**src/rtl/enc_pkg.sv**
```systemverilog
// enc_pkg: shared types and constants for the enc8to3_seq slice.
//   state_t   - controller state (IDLE: waiting for a vector, BUSY: emitting)
//   VEC_W     - request vector width
//   IDX_W     - encoded index width
//   is_single - true when a vector has exactly one bit set
package enc_pkg;

  localparam int VEC_W = 8;
  localparam int IDX_W = 3;

  typedef enum logic {
    IDLE = 1'b0,
    BUSY = 1'b1
  } state_t;

  // Clearing the lowest set bit leaves zero only for a one-hot vector.
  function automatic logic is_single(input logic [VEC_W-1:0] v);
    return (v != '0) && ((v & (v - 1'b1)) == '0);
  endfunction

endpackage

```
**src/rtl/pri_enc8.sv**
```systemverilog
// pri_enc8: combinational 8-bit priority encoder.
//   PRIO_LSB - 1: report lowest set bit, 0: report highest set bit
//   in_vec   - input  [7:0] vector to encode
//   idx      - output [2:0] index of the winning bit (0 when in_vec is 0)
//   any      - output       at least one bit of in_vec is set
module pri_enc8
  import enc_pkg::*;
#(
  parameter bit PRIO_LSB = 1'b1
) (
  input  logic [VEC_W-1:0] in_vec,
  output logic [IDX_W-1:0] idx,
  output logic             any
);

  always_comb begin
    idx = '0;
    any = |in_vec;
    if (PRIO_LSB) begin
      // Scan downwards so the lowest set bit is the last one written.
      for (int i = VEC_W - 1; i >= 0; i--) begin
        if (in_vec[i]) idx = IDX_W'(i);
      end
    end else begin
      // Scan upwards so the highest set bit is the last one written.
      for (int i = 0; i < VEC_W; i++) begin
        if (in_vec[i]) idx = IDX_W'(i);
      end
    end
  end

endmodule

```
**src/rtl/enc8to3_seq.sv**
```systemverilog
// enc8to3_seq: sequential 8-to-3 encoder. Accepts a multi-hot vector and
// emits the index of every set bit, one per out_valid/out_ready handshake.
//   PRIO_LSB  - 1: lowest set bit first, 0: highest set bit first
//   clk, rst  - clock (rising edge), asynchronous active-high reset
//   en        - capture enable, gates only the acceptance of new vectors
//   in_vec    - input  [7:0] request vector
//   in_valid  - input        in_vec is valid
//   in_ready  - output       vector accepted this cycle when in_valid is high
//   out_idx   - output [2:0] encoded index (registered)
//   out_valid - output       out_idx is valid (registered)
//   out_ready - input        downstream takes out_idx
//   out_last  - output       out_idx is the final set bit of the vector
//   zero_seen - output       one-cycle pulse after an all-zero vector is taken
module enc8to3_seq
  import enc_pkg::*;
#(
  parameter bit PRIO_LSB = 1'b1
) (
  input  logic             clk,
  input  logic             rst,
  input  logic             en,
  input  logic [VEC_W-1:0] in_vec,
  input  logic             in_valid,
  output logic             in_ready,
  output logic [IDX_W-1:0] out_idx,
  output logic             out_valid,
  input  logic             out_ready,
  output logic             out_last,
  output logic             zero_seen
);

  state_t             r_state;
  state_t             w_state_next;
  logic [VEC_W-1:0]   r_pending;
  logic [IDX_W-1:0]   r_out_idx;
  logic               r_out_valid;
  logic               r_out_last;
  logic               r_zero_seen;

  logic               w_in_ready;
  logic               w_accept;
  logic               w_emit;
  logic [VEC_W-1:0]   w_pend_cleared;
  logic [VEC_W-1:0]   w_enc_src;
  logic [IDX_W-1:0]   w_enc_idx;
  logic               w_enc_any;

  assign w_in_ready = (r_state == IDLE) && en;
  assign w_accept   = in_valid && w_in_ready;
  assign w_emit     = r_out_valid && out_ready;

  // Pending with the bit currently on out_idx removed.
  assign w_pend_cleared = r_pending & ~(VEC_W'(1) << r_out_idx);

  // One encoder serves both cases: in IDLE it looks at the incoming vector
  // (first index), in BUSY at what remains after the current handshake.
  // Outputs are loaded one cycle ahead, so they stay purely registered.
  assign w_enc_src = (r_state == IDLE) ? in_vec : w_pend_cleared;

  pri_enc8 #(
    .PRIO_LSB(PRIO_LSB)
  ) u_pri_enc8 (
    .in_vec(w_enc_src),
    .idx   (w_enc_idx),
    .any   (w_enc_any)
  );

  always_ff @(posedge clk or posedge rst) begin
    if (rst) r_state <= IDLE;
    else     r_state <= w_state_next;
  end

  always_comb begin
    w_state_next = r_state;
    case (r_state)
      IDLE: if (w_accept && w_enc_any) w_state_next = BUSY;
      BUSY: if (w_emit && r_out_last)  w_state_next = IDLE;
      default: w_state_next = IDLE;
    endcase
  end

  always_ff @(posedge clk or posedge rst) begin
    if (rst) begin
      r_pending   <= '0;
      r_out_idx   <= '0;
      r_out_valid <= 1'b0;
      r_out_last  <= 1'b0;
      r_zero_seen <= 1'b0;
    end else begin
      r_zero_seen <= w_accept && !w_enc_any;
      if (r_state == IDLE) begin
        if (w_accept && w_enc_any) begin
          r_pending   <= in_vec;
          r_out_valid <= 1'b1;
          r_out_idx   <= w_enc_idx;
          r_out_last  <= is_single(in_vec);
        end
      end else if (w_emit) begin
        r_pending <= w_pend_cleared;
        if (r_out_last) begin
          r_out_valid <= 1'b0;
          r_out_idx   <= '0;
          r_out_last  <= 1'b0;
        end else begin
          r_out_idx  <= w_enc_idx;
          r_out_last <= is_single(w_pend_cleared);
        end
      end
    end
  end

  assign in_ready  = w_in_ready;
  assign out_idx   = r_out_idx;
  assign out_valid = r_out_valid;
  assign out_last  = r_out_last;
  assign zero_seen = r_zero_seen;

endmodule

```
**config.mk**
```make
export PLATFORM = sky130hd
export DESIGN_NAME = enc8to3_seq
export DESIGN_NICKNAME = d
export VERILOG_FILES = /design/src/rtl/enc_pkg.sv /design/src/rtl/pri_enc8.sv /design/src/rtl/enc8to3_seq.sv
export SDC_FILE = /design/constraint.sdc
export NUM_CORES = 1
export LEC_CHECK = 0
export ABC_AREA = 1
export BUFFER_PORTS_ARGS = -buffer_cell sky130_fd_sc_hd__buf_2
export CORE_MARGIN = 1
export CORE_UTILIZATION = 57
export CTS_CLUSTER_SIZE = 28
export DETAILED_ROUTE_END_ITERATION = 8
export GPL_TIMING_DRIVEN = 0
export PLACE_DENSITY_LB_ADDON = 0.05
export SETUP_SLACK_MARGIN = 0.02
export SLEW_MARGIN = 20
export SYNTH_ARGS = -nofsm -noshare
export SYNTH_HDL_FRONTEND = slang
export SYNTH_SLANG_ARGS = --single-unit
```
**constraint.sdc**
```tcl
create_clock -name clk -period 3.6 [get_ports clk]
set_input_delay 0.54 -clock clk [delete_from_list [all_inputs] [get_ports clk]]
set_output_delay 0.54 -clock clk [all_outputs]
set_load 0.1 [all_outputs]
```
# Word level (Yosys, flattened, before mapping)
# Index checks and enable logic that the tools add are counted.
totals:
  regBits: 15
  latchBits: 0
  ramBits: 0
  mem_bits_ro: 0
  inputBits: 13
  out_inout_bits: 7
  word_cells: 60
  n_memories: 0
classes:
  addsub: 2
  multipliers: 0
  div: 0
  magnitude_cmp: 0
  eq_ne: 2
  n_shift: 1
  mux: 27
  bitwise_logic: 5
  n_reduce_logical: 17
ops:
  columns: ["cell", "count"]
  rows:
  - ["$mux W3", 12]
  - ["$mux W8", 4]
  - ["$and A8 B8 Y8", 3]
  - ["$logic_not A8 Y1", 2]
  - ["$reduce_bool A8 Y1", 2]
  - ["$sub A8 B1 Y8 const B", 2]
  - ["$mux W1", 10]
  - ["$logic_and A1 B1 Y1", 8]
  - ["$not A8 Y8", 1]
  - ["$reduce_or A8 Y1", 1]
  - ["$shl A1 B3 Y8 const A", 1]
  - ["$ne A2 B1 Y1 const B", 2]
  - ["$reduce_and A3 Y1", 1]
  - ["$pmux W1 S2", 1]
  - ["$reduce_and A2 Y1", 1]
  - ["$reduce_bool A2 Y1", 1]
  - ["$logic_not A1 Y1", 1]
  - ["$not A1 Y1", 1]

# Longest topological paths before layout
# Gate-level depths: netlist (run 1).
depth:
  ltp_word: 15
  depth_mapped: 13
  depth_no_buf: 13

# By module
# Synthesis (run 1) repeated with hierarchy kept, for this count alone.
hier_totals:
  cells_unflattened: 168
  hier_area_um2: 1052.3
modules_own_cells:
  columns: ["module", "instances", "cells_each", "area_per_inst_um2", "seq_area_each_um2"]
  rows:
  - ["enc8to3_seq", 1, 146, 953.4, 375.4]
  - ["pri_enc8", 1, 22, 98.8, 0.0]

# Worst setup path before layout (run 1)
# Ideal clock, no wire load.
synth_timing:
  path_type: "register to register"
  start: "reg r_state"
  end: "reg r_out_idx[2] (netlist: out_idx[2])"
  setup_time_ns: 0.121
  arrival_ns: 2.556
  required_time_ns: 3.479
  setup_slack_ns: 0.923
  stages_incl_launch_ff: 9
  n_path_buf: 2
  period_less_slack_ns: 2.677
  path_cell_list: "dfrtp_1 > buf_6 > nor2_1 > nand2_1 > inv_1 > nand2_4 > buf_6 > nand3_1 > nand2_1"
synth_between:
  word_cells_on_any_way: 21
  classes_between: "eq/ne: 1; mux: 13; bitwise: 1; reduce/logical: 6"
synth_rtl:
  columns: ["item", "line_no", "rtl"]
  rows:
  - ["from (decl)", "enc8to3_seq.sv:32", "state_t r_state;"]
  - ["from (signal assigned)", "enc8to3_seq.sv:70", "else r_state <= w_state_next;"]
  - ["$not A1 Y1", null, null]
  - ["$logic_and A1 B1 Y1", "enc8to3_seq.sv:48", "assign w_in_ready = (r_state == IDLE) && en;"]
  - ["via in_ready", "enc8to3_seq.sv:24", "output logic in_ready,"]
  - ["$logic_and A1 B1 Y1", "enc8to3_seq.sv:49", "assign w_accept = in_valid && w_in_ready;"]
  - ["$logic_and A1 B1 Y1", "enc8to3_seq.sv:92", "if (w_accept && w_enc_any) begin"]
  - ["$reduce_bool A2 Y1 (no source line)", null, null]
  - ["$reduce_and A2 Y1 (no source line)", null, null]
  - ["to (signal assigned)", "enc8to3_seq.sv:95", "r_out_idx <= w_enc_idx;"]
  - ["to (signal assigned)", "enc8to3_seq.sv:105", "r_out_idx <= w_enc_idx;"]
  - ["to (decl)", "enc8to3_seq.sv:35", "logic [IDX_W-1:0] r_out_idx;"]
# The timed path passes the listed nets, and every way through them passes these cells. The select of a mux whose other input is x is not followed.
# A chain may end at the register's enable or synchronous reset.

# Worst setup path in the final report (run 1)
layout_timing:
  start: "reg r_state"
  end: "out in_ready"
layout_between:
  elab_chain_cells: 2
layout_lines:
  columns: ["item", "line_no"]
  rows:
  - ["$not A1 Y1", null]
  - ["$logic_and A1 B1 Y1", "enc8to3_seq.sv:48"]
  - ["to (decl)", "enc8to3_seq.sv:24"]
# Every way passes these cells.

==> impl_results.md, run 1 <==
* Run status: finished, final reports clean
* Port Buffers at 19
* Initial DRC Count at 35
* Cells after DPL at 227
* Multiplexer share of the synthesized area at 0%
* Total CTS buffers at 3
* Power Dens Cells at about 1000 nW/um^2
* Final setup violation count at 0
* Final non-filler cell total at 231
* Post-Route Setup TNS at 0 ns
* Nets at 220
* Core box area at 1800 um^2
* DR vias/cell at 5.36
* Max cap viols at 0
* CP Data Arrival Time at 1.52 ns
* VDD IR max at 548 uV
* Synthesized area at 1150 um^2
* Initial antenna violation count at 0
* RSZ-0062 raised after global routing: no
* Syn avg cell area at 6.30 um^2
* Die width at 47.0 um
* Final hold viol count at 0
* Final min period at 2.06 ns
* Yosys warns at 0
* Layout cell share with drive strength beyond 1 at about a fifth
* Peak Freq at 484 MHz
* Post-synthesis simple-gate area fraction at 49.0%
* CP Data Required Time at around 3.1 ns
* Critical path type: register to output port
* Worst slew pin tran at 0.585 ns
* Die Ht at between 40 and 50 um
* RR Startpoint: out_idx[0]
* Post-synthesis sequential area ratio at ~33%
* Starting Density at 64.0%
* Via count at 1238
* Largest family of logic cells by synthesized area: simple AND/OR/NAND/NOR gates
* Synth Area in Compound Gates at 5.97%
* CTS H-tree depth at 1
* WL met3 at between 150 and 200 um
* Met2 wire len at around 1300 um
* CTS root buffer: clkbuf_4
* Static leakage at 0.787 nW
* Post-route core utilization at 72.6%
* Die area at 2210 um^2
* Hold crit path type: input port to async pin
* Clk_skew at 0.000809 ns
* Core Rows at 15
* Register bit count reported by yosys at 15
* Syn_nets at ~200
* Drt total wl at 2780 um
* Total track usage at 29.6%
* Worst-path maximum fanout at 10
* Drt wl/cell at between 10 and 15 um
* Fin crit share at 57.4%
* Setup crit start kind: register
* Clock tree sinks at 15
* Deepest clock path buffer count at 2
* Synth Area in XOR/XNOR at 0.759%
* Layout area overhead at 13.3%
* Slew headroom at 61.0%
* Total setup buffers inserted after CTS at 0
* Crit. Startpoint: r_state
* Slew Limit Fails at 0
* M1 WL at 1220 um
* Adder and majority gate portion of the synthesized area at 0%
* Clk slew on worst S/H paths at 0.09 ns
* Hold buffers post-CTS at 0
* GRT Residual Overflow at 0
* Post-route ant nets at 0
* CP endpoint kind: output port
* TritonCTS clock tree: done
* Clock latency on the worst-skew pair at 0.30 ns
* Post-DP HPWL at 2170 um
* Post-synth cell types at 18
* DRC at 0
* Ports at 20
* # diodes at 0
* Post_cts resized at 0
* Max layer used: met4
* Largest net degree at the start of global routing at 16
* First-pass GRT wire length at 4510 um
* Syn Inst Count at around 180
* Vias in the first global route at 1064
* Global placer's final weighted congestion at around 0.93
* Drt pass-1 iters at 5
placed cells by master, fill, tap and decap left out, types with 2 or more instances in the layout:
master,count
buf_2,19
nand2_4,2
dfrtp_1,15
nand2_2,9
nand3_1,35
a21oi_1,3
clkbuf_4,3
nand2_1,64
inv_1,22
buf_6,3
inv_2,4
nor2_1,12
o21ai_0,7
flip-flops by register name, summed over array words and instances (netlist names):
name / cells
zero_seen: 1
out_last: 1
r_pending: 8
out_idx: 3
r_state: 1
out_valid: 1
Yosys cell counts:
cell type	count	share of area (%)
nor2_4	1	0.98
o211a_1	1	0.87
a21oi_1	3	1.3
nand2_2	9	4.9
nand2_1	64	21
clkbuf_1	1	0.33
inv_1	22	7.2
a31o_2	1	0.76
buf_6	3	2.9
nand3_2	1	0.87
nand3_1	35	15
inv_2	4	1.3
nand2_4	2	2.0
xnor2_1	1	0.76
nor2_1	12	3.9
dfrtp_1	15	33
o21ai_0	7	3.0
nor3_1	1	0.43
per-layer routing:
| metal | vias to the layer above | track usage, % |
|---|---|---|
| li1 | 619 | - |
| met1 | 561 | 38.0 |
| met2 | 51 | 48.6 |
| met3 | 7 | 4.62 |
| met4 | 0 | 13.7 |
| met5 | - | 0 |
through the flow:
step	setup WS, ns	hold slack (ns)	cell area, um^2	power [W]
after floorplan	0.923	0.441	1150	0.00106
after global placement	1.86	0.496	1280	0.00120
after detailed placement	1.82	0.509	1280	0.00123
after CTS	1.54	0.300	1310	0.00133
after global routing	1.46	0.336	1310	0.00146
final	1.54	0.283	1310	0.00134
power by group:
group / total, W / switching, W / leakage, nW / internal (W)
registers: 0.000320 / 0.0000788 / 0.189 / 0.000241
clock network: 0.000102 / 0.0000603 / 0.0177 / 0.0000415
logic: 0.000922 / 0.000659 / 0.580 / 0.000264
kinds of logic after synthesis:
logic type / Yosys count
flops: 15
compound gates: 12
buf+inv: 30
xor+xnor: 1
simple gates: 125
path summary, 6_finish.rpt:
path                       cells past startpoint  slack, ns           end
max in group asynchronous                      2       2.94      out_last
max reg2reg                                   13       1.78  r_pending[0]
min in group clk                               3       0.49     zero_seen
max                                            3       1.54      in_ready
min reg2reg                                    2       0.54  r_pending[2]
min                                            2       0.28     zero_seen
critical path, stage by stage (launching register included):
cell	delay, ns
dfrtp_1	0.47
buf_6	0.18
nor2_1	0.13
buf_2	0.44
final cells by class:
cell class              instances  area, um^2
clock buffers                   3        22.5
well taps                      25        31.3
flip-flops and latches         15         375
repair buffers                 19        95.1
plain buffers                   4        37.5
multi-input cells             138         643
clock inverters                 1        5.00
inverters                      26        97.6
fillers                       167         494
Note: power is estimated with default switching activity, not from simulation.
==> inputs of run 2 (changes only) <==
Settings changed: CORE_UTILIZATION 57 to 55.
Clock period 3.6 ns to 2.2 ns, I/O delays scaled along.
==> impl_results.md, run 2 (same netlist as run 1, synthesis figures left out) <==
* Run status: finished, final reports clean
* CP endpoint kind: register
* Final min period at 1.81 ns
* Layout cell share with drive strength beyond 1 at 22.3% (+0.97 points)
* GRT Residual Overflow at 0 (unchanged)
* RR Startpoint: out_idx[0]
* Starting Density at 58.8% (-5.2 points)
* Clk slew on worst S/H paths at 0.09 ns (about the same)
* Post-route ant nets at 0 (unchanged)
* Total CTS buffers at 3 (unchanged)
* Core Rows at 16 (+1)
* CTS H-tree depth at 1 (unchanged)
* Critical path type: register to register
* Post-Route Setup TNS at 0 ns (unchanged)
* Logic pwr share at 68.8% (+0.2 points)
* Drt wl/cell at 11.7 um (-3.0%)
* Ports at 20 (unchanged)
* CP Data Arrival Time at 1.99 ns (+0.47 ns)
* Setup WS pre-CTS at 0.410 ns (-1.41 ns)
* # diodes at 0 (unchanged)
* Clock power share at 7.3% (-0.3 points)
* Final setup violation count at 0 (unchanged)
* Via count at 1202 (-2.9%)
* Drt total wl at 2720 um (-2.2%)
* Hold buffers post-CTS at 0 (unchanged)
* Port Buffers at 19 (unchanged)
* Post_cts resized at 0 (unchanged)
* Peak Freq at 553 MHz
* Die Ht at 47.8 um (+1.7%)
* Slew headroom at 61.0% (about the same)
* Post-DP HPWL at 2140 um (-1.6%)
* FF-to-FF setup slack at 0.39 ns (-1.39 ns)
* Global placer's final weighted congestion at 0.882 (-5.5%)
* Clock tree sinks at 15 (unchanged)
* First-pass GRT wire length at 4330 um (-3.8%)
* TritonCTS clock tree: done
* Pint at 0.000902 W (+65%)
* DRC at 0 (unchanged)
* RSZ-0062 raised after global routing: no
* Final hold viol count at 0 (unchanged)
* Post-route worst setup slack at 0.391 ns (-1.14 ns)
* Max cap viols at 0 (unchanged)
* Clk_skew at 0.00413 ns (+0.00332 ns)
* Die width at 47.8 um (+1.7%)
* Max FFs per register at 8 (unchanged)
* DR vias/cell at 5.16 (-3.7%)
* Core box area at 1960 um^2 (+8.9%)
* Initial antenna violation count at 0 (unchanged)
* Sequential cell fraction of total power at 23.9% (about the same)
* Slew Limit Fails at 0 (unchanged)
* Vias in the first global route at 1085 (+2.0%)
* Worst-path maximum fanout at 10 (unchanged)
* Most flop-heavy register: r_pending
* Initial DRC Count at 35 (unchanged)
* Commonest cells after routing, fill and taps aside: 64 x nand2_1, 35 x nand3_1, 22 x inv_1, 19 x buf_2, 13 x dfrtp_1
* Total setup buffers inserted after CTS at 0 (unchanged)
* Layout area overhead at 13.9%
* Hold crit path type: input port to async pin
* Commonest non-fill, non-tap cell in the layout: nand2_1
* Deepest clock path buffer count at 2 (unchanged)
* Total track usage at 27.3% (-2.2 points)
* Nets at 220 (unchanged)
* Worst slew pin tran at 0.585 ns (-0.000465 ns)
* Clock latency on the worst-skew pair at 0.29 ns (about the same)
* Reg2reg end: r_pending[5]
* VDD IR max at 1060 uV (+92%)
* Setup crit start kind: register
* CTS root buffer: clkbuf_4
* Drt pass-1 iters at 4 (-1)
* Net Sw Frac at 58.9% (-0.50 points)
* Sw power at 0.00129 W (+62%)
* Static leakage at 0.781 nW (-0.74%)
* Fin crit share at between 80% and 90%
* Largest net degree at the start of global routing at 16 (unchanged)
* Power Dens Cells at 1670 nW/um^2 (+62%)
* CP Data Required Time at 2.38 ns (-0.68 ns)
* Reg2reg path depth at 13 (unchanged)
* Die area at 2280 um^2 (+3.5%)
==> run 2: final cells by class <==
type	count	area, um^2
timing repair buffer	19	95.1
tap	27	33.8
clock buffer	4	26.3
sequential	15	378
inverter	26	97.6
fill	198	648
multi-input combinational	138	646
buffer	4	37.5
==> run 2: worst max path at each step <==
stage                   end       start  slack (ns)  cells after the start
2_1_floorplan  r_pending[4]  out_idx[0]        0.02                     12
3_3_place_gp   r_pending[0]  out_idx[0]        0.47                     13
3_5_place_dp   r_pending[5]  out_idx[0]        0.41                     13
4_1_cts            in_ready     r_state        0.39                      3
5_1_grt        r_pending[6]  out_idx[0]        0.26                     13
6_report       r_pending[5]  out_idx[0]        0.39                     13
==> run 2: metal layers <==
metal,global-route usage [%],up-vias,wire (um)
met1,33.3,538,1260
met2,47.0,37,1290
met3,7.17,4,128
met4,8.33,0,42
met5,0,-,0
li1,-,623,-
==> run 2: power groups by stage <==
stage	clock network, W	registers (W)	logic, W
6_report	0.000160	0.000525	0.00151
5_1_grt	0.000177	0.000540	0.00169
4_1_cts	0.000164	0.000523	0.00150
3_5_place_dp	0	0.000530	0.00150
3_3_place_gp	0	0.000521	0.00146
2_1_floorplan	0	0.000789	0.000957
==> run 2: stage by stage <==
stage / instances / power (W) / hold WS (ns) / area [um^2] / utilization [%]
6_report: 233 / 0.00219 / 0.0855 / 1310 / 67.0
5_1_grt: 233 / 0.00241 / 0.141 / 1310 / 67.0
4_1_cts: 233 / 0.00219 / 0.0936 / 1310 / 67.0
3_5_place_dp: 229 / 0.00203 / 0.415 / 1290 / 65.6
3_3_place_gp: 229 / 0.00198 / 0.405 / 1290 / 65.6
2_1_floorplan: 183 / 0.00175 / 0.231 / 1160 / -
==> run 2: critical path, cell delays in order (launching register included) <==
cell and delay [ns]:
dfrtp_1 0.47, inv_2 0.11, nand3_1 0.10, nand2_2 0.11
nand2_2 0.06, nand2_1 0.11, nand2_2 0.08, nor2_4 0.12
nand2_2 0.09, nand2_4 0.10, nand2_4 0.06, buf_6 0.14
nand3_1 0.07, nand2_1 0.06
==> inputs of run 3 (changes only) <==
Clock period 2.2 ns to 1.9 ns, I/O delays scaled along.
==> impl_results.md, run 3 (same netlist as run 1, synthesis figures left out) <==
* Static leakage at 0.800 nW (+2.4%)
* Max cap viols at 0 (unchanged)
* Final hold viol count at 0 (unchanged)
* CP Data Required Time at 1.62 ns (-0.76 ns)
* Layout cell share with drive strength beyond 1 at 28.1% (+5.8 points)
* Worst-path maximum fanout at 10 (unchanged)
* Drt total wl at 2800 um (+3.0%)
* FF-to-FF setup slack at 0.14 ns (-0.25 ns)
* Core Rows at 16 (unchanged)
* Starting Density at 58.8% (unchanged)
* RSZ-0062 raised after global routing: no
* Layout area overhead at 18.9%
* CTS root buffer: clkbuf_4
* Clock power share at 7.5% (+0.2 points)
* Deepest clock path buffer count at 2 (unchanged)
* TritonCTS clock tree: done
* Reg2reg end: r_pending[5]
* RR Startpoint: out_idx[0]
* Fin crit share at 93.6%
* VDD IR max at 1410 uV (+33%)
* Run status: finished, final reports clean
* M1 WL at 1310 um (+4.1%)
* Post-route ant nets at 0 (unchanged)
* Clk_skew at 0.0109 ns (+0.00682 ns)
* Drt pass-1 iters at 4 (unchanged)
* # diodes at 0 (unchanged)
* Fillers at 213 (+7.6%)
* Hold buffers post-CTS at 0 (unchanged)
* Die width at 47.8 um (unchanged)
* First-pass GRT wire length at 4290 um (-0.97%)
* Peak Freq at 562 MHz
* Sequential cell fraction of total power at 23.2% (-0.7 points)
* Clk slew on worst S/H paths at 0.10 ns (about the same)
* Total CTS buffers at 3 (unchanged)
* Max FFs per register at 8 (unchanged)
* Clock tree sinks at 15 (unchanged)
* Crit. Startpoint: r_state
* DR vias/cell at 5.23 (+1.3%)
* CTS H-tree depth at 1 (unchanged)
* Commonest non-fill, non-tap cell in the layout: nand2_1
* Setup crit end: in_ready
* Sw power at 0.00155 W (+20%)
* Slew headroom at 59.0% (-1.9 points)
* Ports at 20 (unchanged)
* Hold crit path type: input port to async pin
* Via count at 1239 (+3.1%)
* Nets at 224 (+1.8%)
* CP Data Arrival Time at 1.49 ns (-0.50 ns)
* Post-DP HPWL at 2070 um (-3.0%)
* Commonest cells after routing, fill and taps aside: 58 x nand2_1, 35 x nand3_1, 22 x inv_1, 19 x buf_2, 15 x nand2_2
* Area after DPL at 1290 um^2 (+0.49%)
* Vias in the first global route at 993 (-8.5%)
* Most flop-heavy register: r_pending
* Post-Route Setup TNS at 0 ns (unchanged)
* Final instance area at 1370 um^2 (+4.4%)
* Initial DRC Count at 47 (+34%)
* Power Dens Cells at 1930 nW/um^2 (+16%)
* Max layer used: met4
* Logic pwr share at 69.3% (+0.5 points)
* Reg2reg path depth at 13 (unchanged)
* Die Ht at 47.8 um (unchanged)
* Largest net degree at the start of global routing at 16 (unchanged)
* Final setup violation count at 0 (unchanged)
* CP endpoint kind: output port
* Drt wl/cell at 11.8 um (+1.2%)
* Net Sw Frac at 58.3% (-0.53 points)
* Global placer's final weighted congestion at 0.944 (+7.1%)
* WL met3 at 98 um (-23%)
* Total track usage at 27.2% (-0.14 points)
* Pint at 0.00111 W (+23%)
* Final min period at 1.78 ns
* Initial antenna violation count at 0 (unchanged)
* Port Buffers at 19 (unchanged)
* Clock latency on the worst-skew pair at 0.30 ns (about the same)
* Critical path type: register to output port
* Core box area at 1960 um^2 (unchanged)
* Setup crit start kind: register
* DRC at 0 (unchanged)
* GRT Residual Overflow at 0 (unchanged)
* Worst slew pin tran at 0.614 ns (+0.0291 ns)
* Met2 wire len at 1340 um (+4.1%)
* Die area at 2280 um^2 (unchanged)
* Slew Limit Fails at 0 (unchanged)
[run 3: cell count changes in the layout (fill, tap and decap cells not counted)]
cell        change
nand2_1         -6
nand2_2         +6
buf_4           +4
clkbuf_1        -1
clkinvlp_4      +1
dfrtp_1         -1
dfrtp_2         +1
nor2_1          -1
nor2_4          +1
[run 3: metrics by stage]
step                      cells  total power (W)  hold WS, ns  setup slack (ns)  util (%)
after detailed placement    229          0.00233        0.379             0.161      65.9
final                       237          0.00265       0.0335             0.122      69.9
after CTS                   233          0.00254       0.0434             0.105      67.5
after global routing        237          0.00289       0.0814            0.0247      69.9
after floorplan             183          0.00203        0.186            0.0379         -
after global placement      229          0.00230        0.362             0.186      65.9
[run 3: layout make-up]
cell class	count	area, um^2	share of cell area, %
plain buffers	4	37.5	2.74
clock buffers	3	22.5	1.64
clock inverters	1	7.51	0.547
inverters	26	97.6	7.12
multi-input cells	138	668	48.7
flip-flops and latches	15	379	27.6
well taps	27	33.8	2.46
repair buffers	23	125	9.12
[run 3: worst min-delay path by stage]
stage,startpoint,to,cells after the start
after floorplan,rst,out_last,1
after global placement,rst,zero_seen,2
after detailed placement,rst,zero_seen,2
after CTS,rst,zero_seen,2
after global routing,rst,zero_seen,2
final,rst,zero_seen,2
[run 3: timing repair]
action	4_1_cts	5_1_grt
gates resized for setup	0	7
setup buffers	0	4
setup endpoints to repair	0	10
[run 3: layer usage]
layer	global-route usage (%)	vias up
met2	43.5	40
met5	0	-
met1	36.9	566
met4	11.1	0
met3	3.40	5
li1	-	628
[run 3: worst max-delay path: stages (launching register included)]
cell and delay [ns]:
dfrtp_1 0.47, buf_6 0.18, nor2_4 0.10, buf_2 0.42
[run 3: power by group through the flow]
stage | Sequential (W) | Clock, W | Combinational, W
after CTS | 0.000609 | 0.000202 | 0.00173
after floorplan | 0.000915 | 0 | 0.00111
after global routing | 0.000627 | 0.000221 | 0.00204
final | 0.000615 | 0.000199 | 0.00184
after detailed placement | 0.000617 | 0 | 0.00171
after global placement | 0.000610 | 0 | 0.00169
